**src/rtl/regfile_wb_arbiter.sv**
```systemverilog
// regfile_wb_arbiter: round-robin merge of ALU and load writebacks onto one register-file write port
module regfile_wb_arbiter #(
    parameter int XLEN  = 32,
    parameter int CNT_W = 16
) (
    input  logic             clk,
    input  logic             rst,
    input  logic             hold,
    input  logic             req0_valid,
    input  logic [4:0]       req0_addr,
    input  logic [XLEN-1:0]  req0_data,
    output logic             req0_ready,
    input  logic             req1_valid,
    input  logic [4:0]       req1_addr,
    input  logic [XLEN-1:0]  req1_data,
    output logic             req1_ready,
    output logic             rf_we,
    output logic [4:0]       rf_addr,
    output logic [XLEN-1:0]  rf_wdata,
    output logic [CNT_W-1:0] cnt0,
    output logic [CNT_W-1:0] cnt1,
    output logic             last_grant
);
    logic acc0, acc1;
    // Under contention the requester that was not granted last wins; both readies never coincide then.
    assign req0_ready = rst & ~hold & (~req1_valid | last_grant);
    assign req1_ready = rst & ~hold & (~req0_valid | ~last_grant);
    assign acc0 = req0_valid & req0_ready;
    assign acc1 = req1_valid & req1_ready;
    always_ff @(posedge clk) begin
        if (!rst) begin
            rf_we      <= 1'b0;
            rf_addr    <= '0;
            rf_wdata   <= '0;
            cnt0       <= '0;
            cnt1       <= '0;
            last_grant <= 1'b1;
        end else begin
            // x0 writes are accepted and counted but never enable the write port
            rf_we <= (acc0 && req0_addr != 5'd0) || (acc1 && req1_addr != 5'd0);
            if (acc0 || acc1) begin
                rf_addr    <= acc1 ? req1_addr : req0_addr;
                rf_wdata   <= acc1 ? req1_data : req0_data;
                last_grant <= acc1;
            end
            if (acc0 && cnt0 != '1)
                cnt0 <= cnt0 + CNT_W'(1);
            if (acc1 && cnt1 != '1)
                cnt1 <= cnt1 + CNT_W'(1);
        end
    end
endmodule

```
**config.mk**
```make
export PLATFORM = sky130hd
export DESIGN_NAME = regfile_wb_arbiter
export DESIGN_NICKNAME = d
export VERILOG_FILES = /design/src/rtl/regfile_wb_arbiter.sv
export SDC_FILE = /design/constraint.sdc
export NUM_CORES = 1
export LEC_CHECK = 0
export ABC_AREA = 1
export BUFFER_PORTS_ARGS = -buffer_cell sky130_fd_sc_hd__buf_2
export CAP_MARGIN = 30
export CORE_ASPECT_RATIO = 1.75
export CORE_MARGIN = 8
export CORE_UTILIZATION = 49
export DETAILED_ROUTE_END_ITERATION = 16
export PLACE_DENSITY = 0.8
export REMOVE_ABC_BUFFERS = 1
export SLEW_MARGIN = 0
export SYNTH_ARGS = -nofsm -noshare
export SYNTH_HDL_FRONTEND = slang
export SYNTH_SLANG_ARGS = --single-unit
```
**constraint.sdc**
```tcl
create_clock -name clk -period 1.9 [get_ports clk]
set_input_delay 0.285 -clock clk [delete_from_list [all_inputs] [get_ports clk]]
set_output_delay 0.285 -clock clk [all_outputs]
set_load 0.03 [all_outputs]
```
[Word level (Yosys, flattened, before mapping)]
Index checks and enable logic that the tools add are counted.
Widths: inputs -> output; s select.
Storage, ports and cells
  flip-flop bits (word level): 71
  bits in latches: 0
  bits in writable memories: 0
  memory bits (read-only): 0
  output and inout port bits: 73
  word-level logic and storage cells: 31
  memories kept: 0
Cells by class
  add/sub/neg operators: 2
  multipliers: 0
  div/mod/pow operators: 0
  $lt $le $gt $ge: 0
  equal/unequal tests: 2
  shift operators: 0
  multiplexer cells: 2
  bitwise logic cells: 11
  reduce and logical (&&, ||, !) cells: 8
Operators by type and width (count)
  $add 16x1->16 const B: 2
  $mux 32: 1
  $ne 16x16->1 const B: 2
  $reduce_bool 5->1: 2
  $and 1x1->1: 5
  $mux 5: 1
  $logic_and 1x1->1: 4
  $not 1->1: 4
  $logic_or 1x1->1: 2
  $or 1x1->1: 2

[Logic depth before layout (Yosys ltp)]
Gate-level depths: netlist of run 1.
  depth in word-level cells: 6
  gate-level depth with buffers: 9
  mapped depth without buffers: 9

[Worst setup path before layout of run 1]
Ideal clock, no wire load.
  kind: register to register
  from: register last_grant
  to: register cnt1[13]
  library setup time: 0.116 ns
  arrival time: 1.645 ns
  data required time: 1.784 ns
  setup slack: 0.139 ns
  stages on the path, launching flop included: 9
  path buffers: 0
  period minus slack after synthesis: 1.761 ns
  cell sequence: dfxtp_1 -> nand2_1 -> inv_1 -> nor2_1 -> nand3_1 -> nor2_1 -> nand3_1 -> nand2_1 -> nor2_1
On the way
  word-level cells in the longest chain between the ends: 5
Ends and longest elaborated chain
  from (decl): line 22  | output logic last_grant
  from (signal assigned): line 37  | last_grant <= 1'b1;
  from (signal assigned): line 44  | last_grant <= acc1;
  $not 1->1: line 27  | assign req1_ready = rst & ~hold & (~req0_valid | ~last_grant);
  $or 1x1->1: line 27
  $and 1x1->1: line 27
  named net req1_ready: line 16  | output logic req1_ready,
  $and 1x1->1: line 29  | assign acc1 = req1_valid & req1_ready;
  $logic_and 1x1->1: line 48  | if (acc1 && cnt1 != '1)
  to (signal assigned): line 49  | cnt1 <= cnt1 + CNT_W'(1);
  to (decl): line 21  | output logic [CNT_W-1:0] cnt1,
The timed path passes the listed nets, and every way through them passes these cells.
A chain may end at the register's enable or synchronous reset.

[Worst setup path in the final report of run 1]
  from: register cnt1[0]
  to: register cnt1[2]
On the way
  word-level cells in the longest chain between the ends: 2
Ends and longest elaborated chain
  branches (longest 2 deep; another with $add 16x1->16)
Several ways; the timed one is not identified.

==> results.rst, run 1 <==
.. list-table::
   :header-rows: 1

   * - Metric
     - Value
   * - Outcome
     - finished, final reports clean
   * - Area growth from synthesis to layout
     - 30.2%
   * - Sw Share
     - 0.248
   * - Number of global-route vias before repair
     - 3983
   * - Pins over their slew limit
     - 0
   * - Number of violations of the max-capacitance limit
     - 0
   * - Part of the Yosys area used for sequential elements
     - 0.383
   * - Period utilization
     - 0.873
   * - Iteration-0 DRC count of the detailed router
     - about 200
   * - Setup TNS
     - 0 ns
   * - Length of the first detailed-routing pass in iterations
     - 4
   * - Final-report setup violation count
     - 0
   * - TritonCTS sink count
     - about 70
   * - Net count, final
     - 780
   * - Number of unique standard cell types used by synthesis
     - 33
   * - Via count of the routed design
     - around 4100
   * - Worst setup path class
     - flop to flop
   * - Max stage delay on crit path
     - 0.39 ns
   * - Vertical die dimension
     - 131 µm
   * - Routability-driven placement congestion ratio
     - 0.960
   * - Static leakage
     - around 0.0023 µW
   * - Critical-path cell with the highest stage delay
     - sky130_fd_sc_hd__dfxtp_1
   * - Worst-Margin Slew
     - around 0.47 ns
   * - Clock tree buffer depth
     - 2
   * - Number of instances resized during post-cts repair
     - 0
   * - Overall global routing resource usage
     - 0.204
   * - Die width
     - 81.8 µm
   * - Net switching component of the power
     - 958 µW
   * - Antenna fix cells
     - 0
   * - HPWL Detailed
     - between 8000 and 9000 µm
   * - Hold_buf cts
     - 0
   * - Clock insertion delay at the later pin of the skew report
     - about 0.33 ns
   * - Register share of total power
     - 0.406
   * - TritonCTS clock tree
     - done
   * - Critical-path cell list
     - ha_1 -> nand2_1 -> nor2_1 -> nand2_1 -> o21ai_2 -> o21ai_0 -> nor2_1
   * - Area of the die
     - 10700 µm²
   * - Postcts setup bufs
     - 0
   * - TritonCTS buffer count
     - 9
   * - Count of port buffers added during placement
     - 151
   * - Post-synth design cell area
     - 3710 µm²
   * - Count of standard-cell rows
     - 42
   * - Worst-case clock skew
     - 0.00491 ns
   * - Kind of start point of the critical path
     - flop
   * - DR WL/cell
     - 14.1 µm
   * - CTS clock-pin slew for the worst setup and hold paths
     - 0.06 ns
   * - Primary flip-flop cell chosen by synthesis mapping
     - sky130_fd_sc_hd__dfxtp_1
   * - Top delay family on crit path
     - simple AND/OR/NAND/NOR gates
   * - Worst IR drop on VDD
     - roughly 0.53 mV
   * - RSZ-0062 raised after global routing
     - no
   * - Number of placed I/O pins
     - 152
   * - Number of antenna violations at the first check in global routing
     - 0
   * - Reg2reg setup slack
     - 0.24 ns
   * - Element type at the critical path end
     - flop
   * - Critical path arrival
     - 1.93 ns
   * - Async set-reset flop share out of synthesis
     - 0
   * - Maximum fanout count along the critical path
     - 6
   * - Starting utilization of the core area
     - 0.497
   * - Multi-input combinational cell area
     - 1900 µm²
   * - Overflow after GRT
     - 0
   * - Sequential cell area
     - between 1000 and 1500 µm²
   * - Cell Int Power
     - between 2000 and 3000 µW
   * - Synthesized flop and latch total
     - 71
   * - Worst hold slack after final layout
     - approximately 0.23 ns
   * - Min Clock Period, post-route
     - around 1.7 ns
   * - Count of nets left with antenna violations after detail routing
     - 0
   * - Sum of buffers and inverters on the critical path
     - 0
   * - Core area
     - 7460 µm²
   * - Type of the tightest min-delay check
     - primary input to flop
   * - Max_slew headroom
     - 0.684
   * - DRC violation count after routing
     - 0
   * - Post-synthesis area per instance
     - about 6.7 µm²
   * - Post-Syn Instances
     - approximately 550
   * - Layout cells sized above 1
     - 0.273
   * - Clk root buf
     - sky130_fd_sc_hd__clkbuf_16
   * - Depth of the CTS H-tree
     - 3
   * - Wire length of the first global-routing pass
     - about 18000 µm
   * - Total power divided by cell area
     - 800 nW/µm²
   * - YS warnings
     - 0
   * - Comb power frac
     - 0.126
   * - Vias per inst
     - 5.21
   * - Final Hold Fails
     - 0
   * - Maximum number of pins on one net before global-route repair
     - 54
   * - Total of fill cells in the finished design
     - ~670
   * - Worst EP required
     - 2.17 ns
   * - DRT Wirelength
     - 11100 µm
   * - Achievable clock frequency
     - between 0.6 and 0.7 GHz
   * - Clock group share of total power
     - 0.468
   * - Post-synth EDFFs
     - 0
-- logic make-up after synthesis --
logic type                 after synthesis  share of synthesized area
DFF                                     71                      0.383
and+or+nand+nor                        249                      0.300
buffers and inverters                   84                      0.105
adders and majority gates                2                    0.00674
AOI/OAI and AO/OA                      143                      0.196
xor gates and xnor gates                 4                    0.00945
-- path summary, 6_finish.rpt --
kind,startpoint,endpoint,depth (start not counted)
max reg2reg,cnt1[0],cnt1[2],7
min,req1_data[16],rf_wdata[16],3
max,cnt1[0],cnt1[2],7
min reg2reg,rf_addr[1],rf_addr[1],2
-- state kept, by name, indices dropped and copies added (netlist names) --
| register | count |
|---|---|
| rf_wdata | 32 |
| cnt0 | 16 |
| cnt1 | 16 |
| rf_addr | 5 |
| last_grant | 1 |
| rf_we | 1 |
-- power by group through the flow --
| stage | clock (µW) | combinational, µW | sequential, µW |
|---|---|---|---|
| after floorplan | 0 | 172 | 1710 |
| after global placement | 0 | 480 | 1600 |
| after detailed placement | 0 | 488 | 1600 |
| after CTS | 1830 | 491 | 1570 |
| after global routing | 1910 | 532 | 1570 |
| final | 1810 | 487 | 1570 |
-- synth_stat cells (2+ instances only) --
cell,count,area (µm²)
sky130_fd_sc_hd__nand3_4,2,35.0
sky130_fd_sc_hd__xor2_1,3,26.3
sky130_fd_sc_hd__nor4_1,2,12.5
sky130_fd_sc_hd__o21ai_1,58,290
sky130_fd_sc_hd__inv_4,2,12.5
sky130_fd_sc_hd__nor2_2,4,25.0
sky130_fd_sc_hd__nor2_8,2,40.0
sky130_fd_sc_hd__buf_2,4,20.0
sky130_fd_sc_hd__nand4_1,6,37.5
sky130_fd_sc_hd__buf_6,7,78.8
sky130_fd_sc_hd__nor2_1,69,259
sky130_fd_sc_hd__nand3_1,32,160
sky130_fd_sc_hd__nand2_1,125,469
sky130_fd_sc_hd__dfxtp_1,71,1420
sky130_fd_sc_hd__nand3b_1,2,15.0
sky130_fd_sc_hd__a21oi_1,61,305
sky130_fd_sc_hd__a31oi_1,2,12.5
sky130_fd_sc_hd__o21ai_0,19,95.1
sky130_fd_sc_hd__ha_1,2,25.0
sky130_fd_sc_hd__clkbuf_1,9,33.8
sky130_fd_sc_hd__inv_1,57,214
sky130_fd_sc_hd__buf_4,3,22.5
-- cells in the final DEF (no fill, tap or decap), drive strengths merged --
cell type  count
dfxtp         71
o211ai         1
clkinv         1
buf          159
xnor2          1
a31oi          2
xor2           3
clkbuf        14
nand3         34
a21oi         61
nor2          76
nor4           2
nor3           1
nand3b         2
nand4          7
inv           60
nand2        127
o21ai         78
ha             2
bufinv         1
o22ai          1
-- per-stage QoR --
step	setup WS [ns]	total power, µW	std cells	utilization	area, µm²
2_1_floorplan	0.0992	1880	529	-	3550
3_3_place_gp	0.343	2080	776	0.603	4500
3_5_place_dp	0.284	2090	776	0.603	4500
4_1_cts	0.270	3890	792	0.647	4830
5_1_grt	0.0588	4010	792	0.647	4830
6_report	0.242	3870	792	0.647	4830
-- area by class of cell --
class | count | area share
Tap cell | 88 | 0.0228
Inverter | 60 | 0.0477
Clock buffer | 14 | 0.0609
Clock inverter | 2 | 0.00725
Sequential cell | 71 | 0.294
Multi-Input combinational cell | 398 | 0.393
Timing Repair Buffer | 159 | 0.174
-- tightest hold or removal path, stage by stage --
cell and delay [ns]:
sky130_fd_sc_hd__buf_2 0.08, sky130_fd_sc_hd__o21ai_1 0.06, sky130_fd_sc_hd__a21oi_1 0.10
-- metal layers --
layer | vias up | routed length [µm] | track usage
met4 | 0 | 473 | 0.120
met1 | 1851 | 4080 | 0.201
met3 | 39 | 762 | 0.0526
met5 | - | 0 | 0
met2 | 141 | 5810 | 0.361
li1 | 2099 | - | -
Power figures use the tool's default switching activity.
==> inputs of run 2 (changes only) <==
--- a/config.mk
+++ b/config.mk
@@ -12,7 +12,7 @@
 export CORE_MARGIN = 8
 export CORE_UTILIZATION = 49
 export DETAILED_ROUTE_END_ITERATION = 16
-export PLACE_DENSITY = 0.8
+export PLACE_DENSITY = 0.81
 export REMOVE_ABC_BUFFERS = 1
 export SLEW_MARGIN = 0
 export SYNTH_ARGS = -nofsm -noshare
==> results.rst, run 2 (same netlist as run 1, synthesis figures left out) <==
.. list-table::
   :header-rows: 1

   * - Metric
     - Value
   * - Outcome
     - finished, final reports clean
   * - Max_slew headroom
     - 0.694 (+0.0104)
   * - Final-report setup violation count
     - 0 (unchanged)
   * - Area of the die
     - 10700 µm² (unchanged)
   * - DRT Wirelength
     - 10800 µm (-3.0%)
   * - Maximum fanout count along the critical path
     - 10 (+4)
   * - Vias per inst
     - 5.18 (-0.67%)
   * - DRC violation count after routing
     - 0 (unchanged)
   * - Number of violations of the max-capacitance limit
     - 0 (unchanged)
   * - Overflow after GRT
     - 0 (unchanged)
   * - Area growth from synthesis to layout
     - 29.0%
   * - Leading cell types in the layout, fill and taps excluded
     - sky130_fd_sc_hd__buf_2, sky130_fd_sc_hd__nand2_1, sky130_fd_sc_hd__dfxtp_1
   * - Clock insertion delay at the later pin of the skew report
     - 0.32 ns (about the same)
   * - Count of port buffers added during placement
     - 151 (unchanged)
   * - Kind of start point of the critical path
     - flop
   * - Worst setup path class
     - flop to flop
   * - Starting utilization of the core area
     - 0.497 (unchanged)
   * - Number of antenna violations at the first check in global routing
     - 0 (unchanged)
   * - Core area
     - 7460 µm² (unchanged)
   * - Logic depth of the worst path, buffers included
     - 8 (+1)
   * - Number of global-route vias before repair
     - 4001 (+0.45%)
   * - Routability-driven placement congestion ratio
     - 0.917 (-4.5%)
   * - Worst reg-to-reg path cell count
     - 8 (+1)
   * - Worst hold slack after final layout
     - 0.228 ns (+0.000968 ns)
   * - Critical path arrival
     - 1.92 ns (about the same)
   * - Overall global routing resource usage
     - 0.200 (-0.00464)
   * - TritonCTS sink count
     - 71 (unchanged)
   * - Worst IR drop on VDD
     - 0.457 mV (-13%)
   * - Hold path cells
     - 3 (unchanged)
   * - Die width
     - 81.8 µm (unchanged)
   * - Top delay family on crit path
     - simple AND/OR/NAND/NOR gates
   * - Antenna fix cells
     - 0 (unchanged)
   * - Sum of buffers and inverters on the critical path
     - 0 (unchanged)
   * - Sequential cell area
     - 1420 µm² (unchanged)
   * - Layout cells sized above 1
     - 0.271 (-0.00207)
   * - Min Clock Period, post-route
     - 1.72 ns (+0.0581 ns)
   * - Total of fill cells in the finished design
     - 686 (+2.7%)
   * - CTS clock-pin slew for the worst setup and hold paths
     - 0.05 ns (about the same)
   * - Element type at the critical path end
     - flop
   * - Net count, final
     - 781 (+0.13%)
   * - Register bank with the most flops
     - rf_wdata
   * - RSZ-0062 raised after global routing
     - no
   * - TritonCTS buffer count
     - 9 (unchanged)
   * - Vertical die dimension
     - 131 µm (unchanged)
   * - Achievable clock frequency
     - 0.583 GHz (-3.4%)
   * - Total power divided by cell area
     - 764 nW/µm² (-4.5%)
   * - Count of nets left with antenna violations after detail routing
     - 0 (unchanged)
   * - Depth of the CTS H-tree
     - 3 (unchanged)
   * - HPWL Detailed
     - 8290 µm (-1.5%)
   * - Period utilization
     - 0.903 (+0.0306)
   * - Worst-case clock skew
     - 0.00566 ns (+0.000753 ns)
   * - Length of the first detailed-routing pass in iterations
     - 4 (unchanged)
   * - Worst-Margin Slew
     - 0.459 ns (-0.0157 ns)
   * - Clock tree buffer depth
     - 2 (unchanged)
   * - Pins over their slew limit
     - 0 (unchanged)
   * - Clk root buf
     - sky130_fd_sc_hd__clkbuf_16
   * - Iteration-0 DRC count of the detailed router
     - 242 (+17%)
   * - Worst EP required
     - 2.11 ns (-0.06 ns)
   * - Setup TNS
     - 0 ns (unchanged)
   * - Maximum number of pins on one net before global-route repair
     - 56 (+3.7%)
   * - Type of the tightest min-delay check
     - primary input to flop
   * - Number of placed I/O pins
     - 152 (unchanged)
   * - Final Hold Fails
     - 0 (unchanged)
   * - Flip-flop count of the largest register, all copies and words added
     - 32 (unchanged)
   * - Biggest registers after layout
     - rf_wdata x32, cnt0 x16, cnt1 x16
   * - Leading cell type in the layout, fill and taps excluded
     - sky130_fd_sc_hd__buf_2
   * - Max stage delay on crit path
     - 0.39 ns (about the same)
   * - Critical-path cell list
     - ha_1 -> nand2_1 -> nor2_1 -> nand2_1 -> nor2_4 -> nor2_8 -> a21oi_1 -> nor2_1
   * - Wire length of the first global-routing pass
     - 17600 µm (-0.98%)
   * - Static leakage
     - 0.00231 µW (-1.1%)
   * - Multi-input combinational cell area
     - 1900 µm² (+0.20%)
   * - TritonCTS clock tree
     - done
   * - Hold_buf cts
     - 0 (unchanged)
   * - Critical-path cell with the highest stage delay
     - sky130_fd_sc_hd__dfxtp_1
   * - Via count of the routed design
     - 4092 (-0.92%)
   * - DR WL/cell
     - 13.7 µm (-2.8%)
   * - Count of standard-cell rows
     - 42 (unchanged)
   * - Postcts setup bufs
     - 0 (unchanged)
==> run 2: changes by cell type in the layout (fill, tap and decap cells not counted), sizes merged <==
cell,delta
clkinv,-1
buf,+1
clkbuf,-2
==> run 2: metrics by stage <==
| stage | std cells | power, µW | area, µm² | utilization | worst slack, ns |
|---|---|---|---|---|---|
| floorplan | 529 | 1880 | 3550 | - | 0.0992 |
| global placement | 777 | 2070 | 4500 | 0.603 | 0.268 |
| detailed placement | 777 | 2090 | 4500 | 0.603 | 0.188 |
| CTS | 790 | 3710 | 4780 | 0.641 | 0.161 |
| global route | 790 | 3820 | 4790 | 0.642 | 0.00543 |
| finish | 790 | 3660 | 4790 | 0.642 | 0.184 |
==> run 2: metal layers <==
layer  routed length (µm)  track usage
met1                 3800        0.192
met2                 5880        0.376
met3                  833       0.0430
met4                  281       0.0894
met5                    0            0
==> run 2: worst min-delay path, cell delays in order <==
cell	delay (ns)
sky130_fd_sc_hd__buf_2	0.09
sky130_fd_sc_hd__nor4_1	0.05
sky130_fd_sc_hd__o22ai_1	0.08
==> run 2: worst paths after layout <==
kind	start	to	slack (ns)
hold reg to reg	rf_wdata[18]	rf_wdata[18]	0.46
setup / recovery	cnt1[0]	cnt1[2]	0.18
hold / removal	req1_addr[3]	rf_we	0.23
setup reg to reg	cnt1[0]	cnt1[2]	0.18
==> run 2: area by class of cell <==
| type | instances | share of cell area |
|---|---|---|
| Clock buffer | 12 | 0.0536 |
| Tap cell | 88 | 0.0230 |
| Inverter | 60 | 0.0481 |
| Multi-Input combinational cell | 398 | 0.398 |
| Clock inverter | 1 | 0.00627 |
| Sequential cell | 71 | 0.297 |
| Timing Repair Buffer | 160 | 0.175 |
==> run 2: power breakdown <==
| group | internal [µW] | leakage (µW) | total, µW | switching, µW |
|---|---|---|---|---|
| logic | 171 | 0.00159 | 482 | 311 |
| registers | 1540 | 0.000577 | 1570 | 28.2 |
| clock network | 1060 | 0.000141 | 1600 | 539 |
==> run 2: repair_timing <==
item                       CTS  global route
resized for setup            0             1
setup endpoints to repair    0             1
hold endpoints to repair     0             0
